[src/rtl/wb_arbiter.sv]
// Writeback arbiter: shares the register-file write port between EX, MUL, DIV and FPU.
// EX has priority unless a long-latency unit has been blocked for MAX_WAIT cycles.
module wb_arbiter #(
  parameter int DATA_W   = 32,
  parameter int ADDR_W   = 6,
  parameter int MAX_WAIT = 4,
  parameter int WAIT_W   = 3
) (
  input  logic              clk,
  input  logic              reset,
  input  logic              valid_in_ex,
  input  logic              valid_in_mul,
  input  logic              valid_in_div,
  input  logic              valid_in_fpu,
  output logic              ready_out_ex,
  output logic              ready_out_mul,
  output logic              ready_out_div,
  output logic              ready_out_fpu,
  input  logic              rd_wena_ex,
  input  logic              rd_wena_mul,
  input  logic              rd_wena_div,
  input  logic              rd_wena_fpu,
  input  logic [ADDR_W-1:0] rd_addr_ex,
  input  logic [ADDR_W-1:0] rd_addr_mul,
  input  logic [ADDR_W-1:0] rd_addr_div,
  input  logic [ADDR_W-1:0] rd_addr_fpu,
  input  logic [DATA_W-1:0] rd_data_ex,
  input  logic [DATA_W-1:0] rd_data_mul,
  input  logic [DATA_W-1:0] rd_data_div,
  input  logic [DATA_W-1:0] rd_data_fpu,
  output logic              valid_out,
  input  logic              ready_in,
  output logic              rd_wena_to_WB,
  output logic [ADDR_W-1:0] rd_addr_to_WB,
  output logic [DATA_W-1:0] rd_data_to_WB,
  output logic [1:0]        src_WB
);

  localparam logic [1:0] SRC_EX  = 2'd0;
  localparam logic [1:0] SRC_MUL = 2'd1;
  localparam logic [1:0] SRC_DIV = 2'd2;
  localparam logic [1:0] SRC_FPU = 2'd3;

  localparam logic [WAIT_W-1:0] WAIT_MAX = WAIT_W'(MAX_WAIT);

  logic              load;
  logic              en;
  logic [2:0]        lv;
  logic [2:0]        starved;
  logic [1:0]        ptr;
  logic [WAIT_W-1:0] wait_q [3];
  logic              gnt_ex;
  logic [2:0]        gnt_lu;
  logic [2:0]        rdy_lu;
  logic              any_gnt;
  logic              wena_q;
  logic              n_wena;
  logic [ADDR_W-1:0] n_addr;
  logic [DATA_W-1:0] n_data;
  logic [1:0]        n_src;

  // bit 0 = MUL, bit 1 = DIV, bit 2 = FPU; ptr holds the SRC code
  function automatic logic [2:0] rr_pick(
    input logic [2:0] req,
    input logic [1:0] p
  );
    logic [2:0] g;
    g = 3'b000;
    case (p)
      SRC_DIV: begin
        if (req[1])      g = 3'b010;
        else if (req[2]) g = 3'b100;
        else if (req[0]) g = 3'b001;
      end
      SRC_FPU: begin
        if (req[2])      g = 3'b100;
        else if (req[0]) g = 3'b001;
        else if (req[1]) g = 3'b010;
      end
      default: begin
        if (req[0])      g = 3'b001;
        else if (req[1]) g = 3'b010;
        else if (req[2]) g = 3'b100;
      end
    endcase
    return g;
  endfunction

  assign load = !valid_out || ready_in;
  assign en   = load && reset;
  assign lv   = {valid_in_fpu, valid_in_div, valid_in_mul};

  for (genvar i = 0; i < 3; i++) begin : g_starve
    assign starved[i] = lv[i] && (wait_q[i] >= WAIT_MAX);
  end

  always_comb begin
    gnt_ex = 1'b0;
    gnt_lu = 3'b000;
    if (|starved)         gnt_lu = rr_pick(starved, ptr);
    else if (valid_in_ex) gnt_ex = 1'b1;
    else                  gnt_lu = rr_pick(lv, ptr);
  end

  assign any_gnt       = gnt_ex || (|gnt_lu);
  assign rdy_lu        = gnt_lu & {3{en}};
  assign ready_out_ex  = gnt_ex && en;
  assign ready_out_mul = rdy_lu[0];
  assign ready_out_div = rdy_lu[1];
  assign ready_out_fpu = rdy_lu[2];

  always_comb begin
    n_wena = rd_wena_ex;
    n_addr = rd_addr_ex;
    n_data = rd_data_ex;
    n_src  = SRC_EX;
    unique case (1'b1)
      gnt_lu[0]: begin
        n_wena = rd_wena_mul;
        n_addr = rd_addr_mul;
        n_data = rd_data_mul;
        n_src  = SRC_MUL;
      end
      gnt_lu[1]: begin
        n_wena = rd_wena_div;
        n_addr = rd_addr_div;
        n_data = rd_data_div;
        n_src  = SRC_DIV;
      end
      gnt_lu[2]: begin
        n_wena = rd_wena_fpu;
        n_addr = rd_addr_fpu;
        n_data = rd_data_fpu;
        n_src  = SRC_FPU;
      end
      default: ;
    endcase
  end

  always_ff @(posedge clk or negedge reset) begin
    if (!reset) begin
      valid_out     <= 1'b0;
      wena_q        <= 1'b0;
      rd_addr_to_WB <= '0;
      rd_data_to_WB <= '0;
      src_WB        <= SRC_EX;
    end else if (load) begin
      valid_out <= any_gnt;
      if (any_gnt) begin
        wena_q        <= n_wena;
        rd_addr_to_WB <= n_addr;
        rd_data_to_WB <= n_data;
        src_WB        <= n_src;
      end
    end
  end

  always_ff @(posedge clk or negedge reset) begin
    if (!reset) begin
      ptr <= SRC_MUL;
    end else if (|rdy_lu) begin
      unique case (1'b1)
        rdy_lu[0]: ptr <= SRC_DIV;
        rdy_lu[1]: ptr <= SRC_FPU;
        rdy_lu[2]: ptr <= SRC_MUL;
        default:   ptr <= ptr;
      endcase
    end
  end

  // counters keep running under backpressure so stalls count toward starvation
  for (genvar i = 0; i < 3; i++) begin : g_wait
    always_ff @(posedge clk or negedge reset) begin
      if (!reset) begin
        wait_q[i] <= '0;
      end else if (!lv[i] || rdy_lu[i]) begin
        wait_q[i] <= '0;
      end else if (wait_q[i] < WAIT_MAX) begin
        wait_q[i] <= wait_q[i] + 1'b1;
      end
    end
  end

  assign rd_wena_to_WB = valid_out && wena_q;

endmodule

[config.mk]
export PLATFORM = sky130hd
export DESIGN_NAME = wb_arbiter
export DESIGN_NICKNAME = d
export VERILOG_FILES = /design/src/rtl/wb_arbiter.sv
export SDC_FILE = /design/constraint.sdc
export NUM_CORES = 1
export LEC_CHECK = 0
export CAP_MARGIN = 20
export CELL_PAD_IN_SITES_DETAIL_PLACEMENT = 0
export CELL_PAD_IN_SITES_GLOBAL_PLACEMENT = 1
export CORE_MARGIN = 2
export CORE_UTILIZATION = 24
export DETAILED_ROUTE_END_ITERATION = 10
export PLACE_DENSITY_LB_ADDON = 0.1
export SYNTH_ARGS = -nofsm -noshare
export SYNTH_HDL_FRONTEND = slang
export SYNTH_SLANG_ARGS = --single-unit
[constraint.sdc]
create_clock -name clk -period 2.05 [get_ports clk]
set_input_delay 0.205 -clock clk [delete_from_list [all_inputs] [get_ports clk]]
set_output_delay 0.205 -clock clk [all_outputs]
set_load 0.1 [all_outputs]
## After elaboration in Yosys (flattened, before gate mapping)

Index checks and enable logic that the tools add are counted.

| operators by class | value |
|---|---|
| add/sub/neg operators | 3 |
| order comparisons | 6 |
| equal/unequal tests | 2 |
| muxes and demuxes | 35 |
| bitwise logic cells | 1 |
| reduce and logical (&&, ||, !) cells | 24 |

Operator list:

| kind | count |
|---|---|
| case mux 32 bit (3 select lines) | 1 |
| two-way mux 3 bit | 20 |
| case mux 6 bit (3 select lines) | 1 |
| case mux 2 bit (3 select lines) | 2 |
| case mux 3 bit (2 select lines) | 2 |
| adder 3 x 1 -> 3 bit (second input constant) | 3 |
| >= comparator 3 bit (second input constant) | 3 |
| less-than comparator 3 bit (second input constant) | 3 |
| OR reduction 3 bit | 3 |
| two-way mux 2 bit | 4 |
| logical AND 1 bit | 6 |
| nonzero test 2 bit | 3 |
| logical OR 1 bit | 5 |
| == test 2 bit (second input constant) | 2 |
| zero test 1 bit | 4 |
| two-way mux 1 bit | 4 |
| AND reduction 2 bit | 2 |
| AND 3 bit | 1 |
| case mux 1 bit (3 select lines) | 1 |
| nonzero test 3 bit | 1 |

| word-level totals | value |
|---|---|
| register bits after elaboration | 53 |
| bits of input ports | 163 |
| output and inout bits | 46 |
| logic and storage cells | 80 |

## Longest topological paths before layout

Gate-level depths: netlist of the first run.

| depth | value |
|---|---|
| depth after elaboration | 10 |
| mapped depth | 9 |
| depth with buffers taken out | 5 |

## Least setup slack after synthesis of the first run

OpenSTA, ideal clock, no wires.

| path | value |
|---|---|
| path type | register to output |
| start | register wait_q[2] (netlist bit) |
| end | output port ready_out_div |
| arrival | 2798 ps |
| setup slack | -953 ps |
| cell stages (with the launch flop) | 7 |
| path through | dfrtp_1 -> buf_2 -> a22oi_2 -> nand2_1 -> o211ai_2 -> buf_2 -> nor2b_1 |

| between the ends | value |
|---|---|
| cells in the longest elaborated chain, start to end | 6 |
| elaborated cells between the ends (all ways) | 7 |

RTL lines:

| item | RTL line | text |
|---|---|---|
| from (decl) | 51 | `logic [WAIT_W-1:0] wait_q [3];` |
| from (signal, indexed assignment) | 179 | `wait_q[i] <= wait_q[i] + 1'b1;` |
| >= comparator 3 bit * | 94 | `assign starved[i] = lv[i] && (wait_q[i] >= WAIT_MAX);` |
| logical AND 1 bit * | 94 |  |
| two-way mux 3 bit | 76 | `if (req[2]) g = 3'b100;` |
| case mux 3 bit (2 select lines) | 69 | `case (p)` |
| two-way mux 3 bit * | 100 | `if (\|starved) gnt_lu = rr_pick(starved, ptr);` |
| AND 3 bit * | 106 | `assign rdy_lu = gnt_lu & {3{en}};` |
| to (decl) | 17 | `output logic ready_out_div,` |

Every way passes the cells marked *; elsewhere a longest branch is shown, timed or not.

## Worst setup path in the final report of the first run

| path | value |
|---|---|
| start | register wait_q[8] (netlist bit) |
| end | output port ready_out_div |

| between the ends | value |
|---|---|
| cells in the longest elaborated chain, start to end | 7 |
| elaborated cells between the ends (all ways) | 9 |

RTL lines:

| item | RTL line | text |
|---|---|---|
| >= comparator 3 bit * | 94 |  |
| logical AND 1 bit * | 94 |  |
| two-way mux 2 bit | 77 | `else if (req[0]) g = 3'b001;` |
| two-way mux 3 bit | 76 |  |
| case mux 3 bit (2 select lines) | 69 |  |
| two-way mux 3 bit * | 100 |  |
| AND 3 bit * | 106 |  |

Marks and branches as above.

==> impl_metrics.json, run 1 <==
{
  "dieArea_um2": 15200,
  "rsz0062_at_grt": "yes",
  "viasPerCell": 5.16,
  "final_cell_count_no_fill": 790,
  "postRouteAntennaNets": 0,
  "synth_top_area_frac": 0.380,
  "hold_path_class": "in2async",
  "synth_top_area_cell": "dfrtp_1",
  "cp-start-kind": "flip-flop",
  "avgSynthCellArea_um2": 9.36,
  "die_h_um": 123,
  "hold_viol_final": 0,
  "finClkSkew_ps": 8.14,
  "p_leak_nw": 2.82,
  "syn-num-nets": 532,
  "synth_area_um2": 3420,
  "dr.pass1.iters": 5,
  "coreArea_um2": 13900,
  "setup_viol": 13,
  "grt_max_degree": 29,
  "final.min_clock_period_ps": 2140,
  "drive_gt1_frac": 0.261,
  "peakVddDrop_v": 0.000656,
  "async_flop_share": 1.00,
  "gp_congestion": 0.902,
  "grt_first_pass_wirelength_mm": 21.9,
  "post-route-util": 0.462,
  "path_cells": "and3b_1, buf_4, a211o_1, o211ai_4, buf_6, nor2b_4, buf_12",
  "cts_htree_levels": 2,
  "avgRoutedWirePerCell_um": 19.5,
  "r2r_slack_ps": -20,
  "antenna_found_initial": 0,
  "end_kind": "primary output",
  "port_buffers": 208,
  "place_ws_ps": -436,
  "critical_path_class": "reg2out",
  "clock_latency_ps": 300,
  "rows": 43,
  "synth_cells": 366,
  "post-dp-hpwl_mm": 10.8,
  "yosysSeqAreaShare": 0.388,
  "synth.distinct_cells": 42,
  "cts.sinks": 53,
  "drv_cap": 0,
  "yosys_warnings": 0,
  "crit_required_ps": 1850,
  "overflow": 0,
  "numCtsBuffers": 5,
  "grtUsageTotal": 0.188,
  "cp_max_fo": 6,
  "die_w_um": 123,
  "clockRootBuffer": "clkbuf_16",
  "violations": "negative setup slack",
  "drcViolationCount": 0,
  "status": "complete, but fails checks",
  "final_nets": 775,
  "critical_path_arrival_ps": 1940,
  "timing.fmax_mhz": 466,
  "tightest_slew_ps": 455,
  "setup_ws_ps": -93.9,
  "dp.cells": 761,
  "final.period_utilization": 1.05,
  "insertedDiodeCount": 0,
  "synthFlopType": "dfrtp_1",
  "final.setup.tns_ps": -219,
  "initial_utilization": 0.246,
  "slowest_delay_ps": 450,
  "critical_path.slowest_cell": "dfrtp_2",
  "drt_iter0_drc": 349,
  "synthTopCellsByArea": "dfrtp_1, a222oi_1, o221ai_1, and3_1, a21oi_1",
  "grt_pass1_vias": 4129,
  "slew_headroom": 0.697,
  "io_pins": 209,
  "area_growth_pct": 88.0,
  "whs_ps": 472,
  "cts_tree": "done",
  "synth_edf_count": 0,
  "clkTransAtPathRegs_ps": 70,
  "clock_path_buffers": 2,
  "drv_slew": 0,
  "vias": 4079,
  "drt-total-wl_mm": 15.4,
  "powerDensity_nw_per_um2": 1480,
  "synth-seq-cells": 53
}
## power by group
part / total [mW] / internal [mW] / switching, mW / leakage (nW)
Sequential: 1.91 / 1.52 / 0.382 / 0.645
Combinational: 6.69 / 2.03 / 4.66 / 2.09
Clock: 0.948 / 0.526 / 0.422 / 0.0805
Total: 9.54 / 4.08 / 5.47 / 2.82
## cell type report
cell class,count,area (µm²)
Fill cell,1317,7500
Timing Repair Buffer,277,2710
Multi-Input combinational cell,231,1850
Tap cell,180,225
Sequential cell,53,1330
Inverter,41,154
Clock inverter,1,8.76
Clock buffer,7,153
## metrics by stage
stage	instance area [µm²]	total power, mW
after floorplan	3490	6.45
after global placement	5980	8.22
after detailed placement	5980	8.29
after CTS	6250	9.36
after global routing	6440	10.0
final	6440	9.54
## worst paths after layout
check                      depth (start not counted)           endpoint         startpoint
min in group clk                                   2  rd_data_to_WB[29]  rd_data_to_WB[29]
max in group asynchronous                          3             ptr[0]              reset
min reg2reg                                        2  rd_data_to_WB[29]  rd_data_to_WB[29]
max reg2reg                                        9  rd_data_to_WB[18]             ptr[1]
max                                                7      ready_out_div          wait_q[8]
min                                                3          wait_q[2]              reset
## worst max-delay path, delay by kind of cell, from the launching register on
family	cells	cell delay, ps
flops	1	450
simple gates	2	360
buf+inv	3	430
compound gates	2	390
## state kept, by name (all words and copies together) (netlist names)
name,cells
src_WB,2
rd_data_to_WB,32
ptr,2
rd_addr_to_WB,6
valid_out,1
wait_q,9
wena_q,1
## timing repair
item / CTS / global route
cloned: 0 / 5
endpoints found under the hold margin: 52 / 0
resized for setup: 8 / 13
setup buffers: 11 / 5
pin swaps: 7 / 26
hold buffers: 1 / 0
endpoints found under the setup margin: 20 / 46
## Yosys cell counts, types with 2 or more instances
library cell,number
a222oi_1,39
o21ai_1,2
clkbuf_1,15
o2111ai_1,2
o221ai_2,10
nor2_1,17
o21ai_0,9
a21oi_1,41
nand2_1,7
o221ai_1,29
dfrtp_1,52
nand3_1,2
inv_1,41
and3_1,40
ha_1,3
buf_2,22
nor2b_1,5
xor2_1,3
a41o_1,2
mux2i_1,3
## cell families (layout without fill, tap and decap cells)
kind of cell,count (synthesis),in the layout,share of synthesized area
flops,53,53,0.388
mux,3,3,0.00877
xor+xnor,3,3,0.00767
compound gates,146,146,0.358
fa+ha+maj,3,3,0.0110
simple gates,76,76,0.122
buf+inv,82,326,0.104
## routing by layer
layer	GRT usage	wire length, µm	up-vias
li1	-	-	1931
met2	0.325	7650	157
met5	0	0	-
met3	0.0424	1090	21
met4	0.0703	334	0
met1	0.228	6330	1970
## placed cells by master (no fill, tap or decap), types with 3 or more instances in the layout
cell / instances
clkbuf_16: 8
mux2i_1: 3
and3_1: 39
xor2_1: 3
ha_1: 3
o21ai_0: 9
clkdlybuf4s50_1: 159
buf_12: 12
buf_6: 6
a222oi_1: 39
dfrtp_1: 49
nor2_1: 15
dfrtp_2: 3
inv_1: 41
buf_4: 92
nor2b_4: 3
o221ai_1: 29
o221ai_2: 10
a21oi_1: 40
nand2_1: 5
(Power assumes the default switching activity.)
==> run 2: changes to the inputs <==
--- a/config.mk
+++ b/config.mk
@@ -10,6 +10,7 @@
 export CELL_PAD_IN_SITES_GLOBAL_PLACEMENT = 1
 export CORE_MARGIN = 2
 export CORE_UTILIZATION = 24
+export CTS_CLUSTER_SIZE = 24
 export DETAILED_ROUTE_END_ITERATION = 10
 export PLACE_DENSITY_LB_ADDON = 0.1
 export SYNTH_ARGS = -nofsm -noshare
==> results of run 2 <==
Same layout as run 1: the final DEF is identical, and so are final timing and power.
==> run 3: changes to the inputs <==
--- a/config.mk
+++ b/config.mk
@@ -9,7 +9,7 @@
 export CELL_PAD_IN_SITES_DETAIL_PLACEMENT = 0
 export CELL_PAD_IN_SITES_GLOBAL_PLACEMENT = 1
 export CORE_MARGIN = 2
-export CORE_UTILIZATION = 24
+export CORE_UTILIZATION = 27
 export CTS_CLUSTER_SIZE = 24
 export DETAILED_ROUTE_END_ITERATION = 10
 export PLACE_DENSITY_LB_ADDON = 0.1
==> constraint.sdc (replaced) <==
create_clock -name clk -period 2.42 [get_ports clk]
set_input_delay 0.242 -clock clk [delete_from_list [all_inputs] [get_ports clk]]
set_output_delay 0.242 -clock clk [all_outputs]
set_load 0.1 [all_outputs]
==> impl_metrics.json, run 3 (synthesis results as in run 1) <==
{
  "status": "finished clean",
  "rows": 41,
  "postRouteAntennaNets": 0,
  "clock_path_buffers": 2,
  "final_cell_mix": "clkdlybuf4s50_1, buf_4, dfrtp_1",
  "path_cells": "clkdlybuf4s50_1, buf_4, nand2_1, o2111ai_1, o31a_1, buf_4, nor2_2, buf_12",
  "fillCellCount": 1234,
  "drive_gt1_frac": 0.192,
  "tightest_slew_ps": 723,
  "initial_utilization": 0.274,
  "finClkSkew_ps": 8.65,
  "critical_path.slowest_cell": "clkdlybuf4s50_1",
  "slew_headroom": 0.518,
  "critical_path_class": "in2out",
  "post-route-util": 0.476,
  "overflow": 0,
  "multi_input_area_um2": 1790,
  "coreArea_um2": 12500,
  "clock_latency_ps": 290,
  "drt-total-wl_mm": 13.6,
  "cp_common_cell": "buf_4",
  "critical_path_arrival_ps": 2060,
  "rsz0062_at_grt": "no",
  "final_nets": 737,
  "numCtsBuffers": 5,
  "layout_commonest_cell": "clkdlybuf4s50_1",
  "drcViolationCount": 0,
  "io_pins": 209,
  "timing.fmax_mhz": 435,
  "vias": 3899,
  "insertedDiodeCount": 0,
  "cts.sinks": 53,
  "gp_congestion": 0.813,
  "reg_top3": "rd_data_to_WB x32, wait_q x9, rd_addr_to_WB x6",
  "peakVddDrop_v": 0.000726,
  "cp-start-kind": "input pin",
  "drv_slew": 0,
  "grt_pass1_vias": 3907,
  "cp_max_fo": 6,
  "die_h_um": 117,
  "cts_htree_levels": 2,
  "area_growth_pct": 73.8,
  "clockRootBuffer": "clkbuf_16",
  "hold_path_class": "in2async",
  "largest_register": "rd_data_to_WB",
  "largest_reg_flops": 32,
  "port_buffers": 208,
  "drv_cap": 0,
  "grtUsageTotal": 0.189,
  "end_kind": "primary output",
  "cts-hold-fix-buffers": 0,
  "powerDensity_nw_per_um2": 1280,
  "cts_tree": "done",
  "p_total_mw": 7.61,
  "avgRoutedWirePerCell_um": 18.3,
  "antenna_found_initial": 0,
  "crit_required_ps": 2180,
  "grt_first_pass_wirelength_mm": 19.9,
  "dr.pass1.iters": 6,
  "slowest_delay_ps": 490,
  "die_w_um": 117,
  "p_leak_nw": 2.58,
  "drt_iter0_drc": 354,
  "final.period_utilization": 0.949,
  "register_area_um2": 1330,
  "final.min_clock_period_ps": 2300,
  "clkTransAtPathRegs_ps": 60,
  "post-dp-hpwl_mm": 9.88,
  "hold_viol_final": 0,
  "viasPerCell": 5.24,
  "setup_viol": 0,
  "grt_max_degree": 54,
  "dieArea_um2": 13600
}
run 3: cell count changes in the layout (fill, tap and decap cells not counted), moves of 3 or more:
cell / previous run / this run
dfrtp_2: 3 / 0
buf_4: 92 / 66
buf_6: 6 / 0
clkbuf_16: 8 / 5
dfrtp_1: 49 / 52
run 3: routing by layer:
layer  up-vias  GRT usage  part of all wire
li1       1851          -                 -
met1      1869      0.219              0.41
met2       167      0.351              0.50
met3        12     0.0457             0.081
met4         0     0.0463             0.015
met5         -          0                 0
run 3: power by group:
| part | switching, mW | leakage [nW] | internal (mW) |
|---|---|---|---|
| Combinational | 3.80 | 1.86 | 1.48 |
| Clock | 0.321 | 0.0679 | 0.384 |
| Sequential | 0.347 | 0.648 | 1.29 |
run 3: repair_timing:
item | CTS | global route
endpoints found under the setup margin | 0 | 1
resized for setup | 0 | 1
hold endpoints to repair | 0 | 0
setup buffers | 0 | 0
run 3: cell type report:
| class | instances | share of cell area |
|---|---|---|
| inverter | 41 | 0.0259 |
| clock inverter | 1 | 0.000841 |
| timing repair buffer | 239 | 0.392 |
| tap | 172 | 0.0361 |
| clock buffer | 7 | 0.0223 |
| sequential | 53 | 0.223 |
| multi-input combinational | 231 | 0.300 |
run 3: worst paths after layout:
check / start / to / slack, ps / cells after the start
max in group asynchronous: reset / ptr[1] / 1770 / 2
worst min-delay path: reset / wait_q[2] / 160 / 2
min in group clk: reset / wait_q[3] / 340 / 3
worst min register to register: src_WB[0] / src_WB[0] / 520 / 2
worst max-delay path: valid_in_mul / ready_out_fpu / 120 / 8
worst max register to register: wait_q[8] / rd_data_to_WB[23] / 220 / 6
run 3: metrics by stage:
step	cells	TNS, ps	setup slack [ps]	hold WS [ps]	cell area (µm²)
floorplan	366	-509	-127	-53.6	3430
CTS	744	0	106	211	5950
global route	744	0	18.2	250	5950
finish	744	0	122	162	5950
detailed placement	736	-2010	-101	508	5810
global placement	736	-278	-25.7	497	5810
run 3: worst max-delay path, delay by kind of cell:
kind / cells / cell delay [ps]
buffers and inverters: 4 / 1020
and+or+nand+nor: 2 / 180
AOI/OAI and AO/OA: 2 / 600
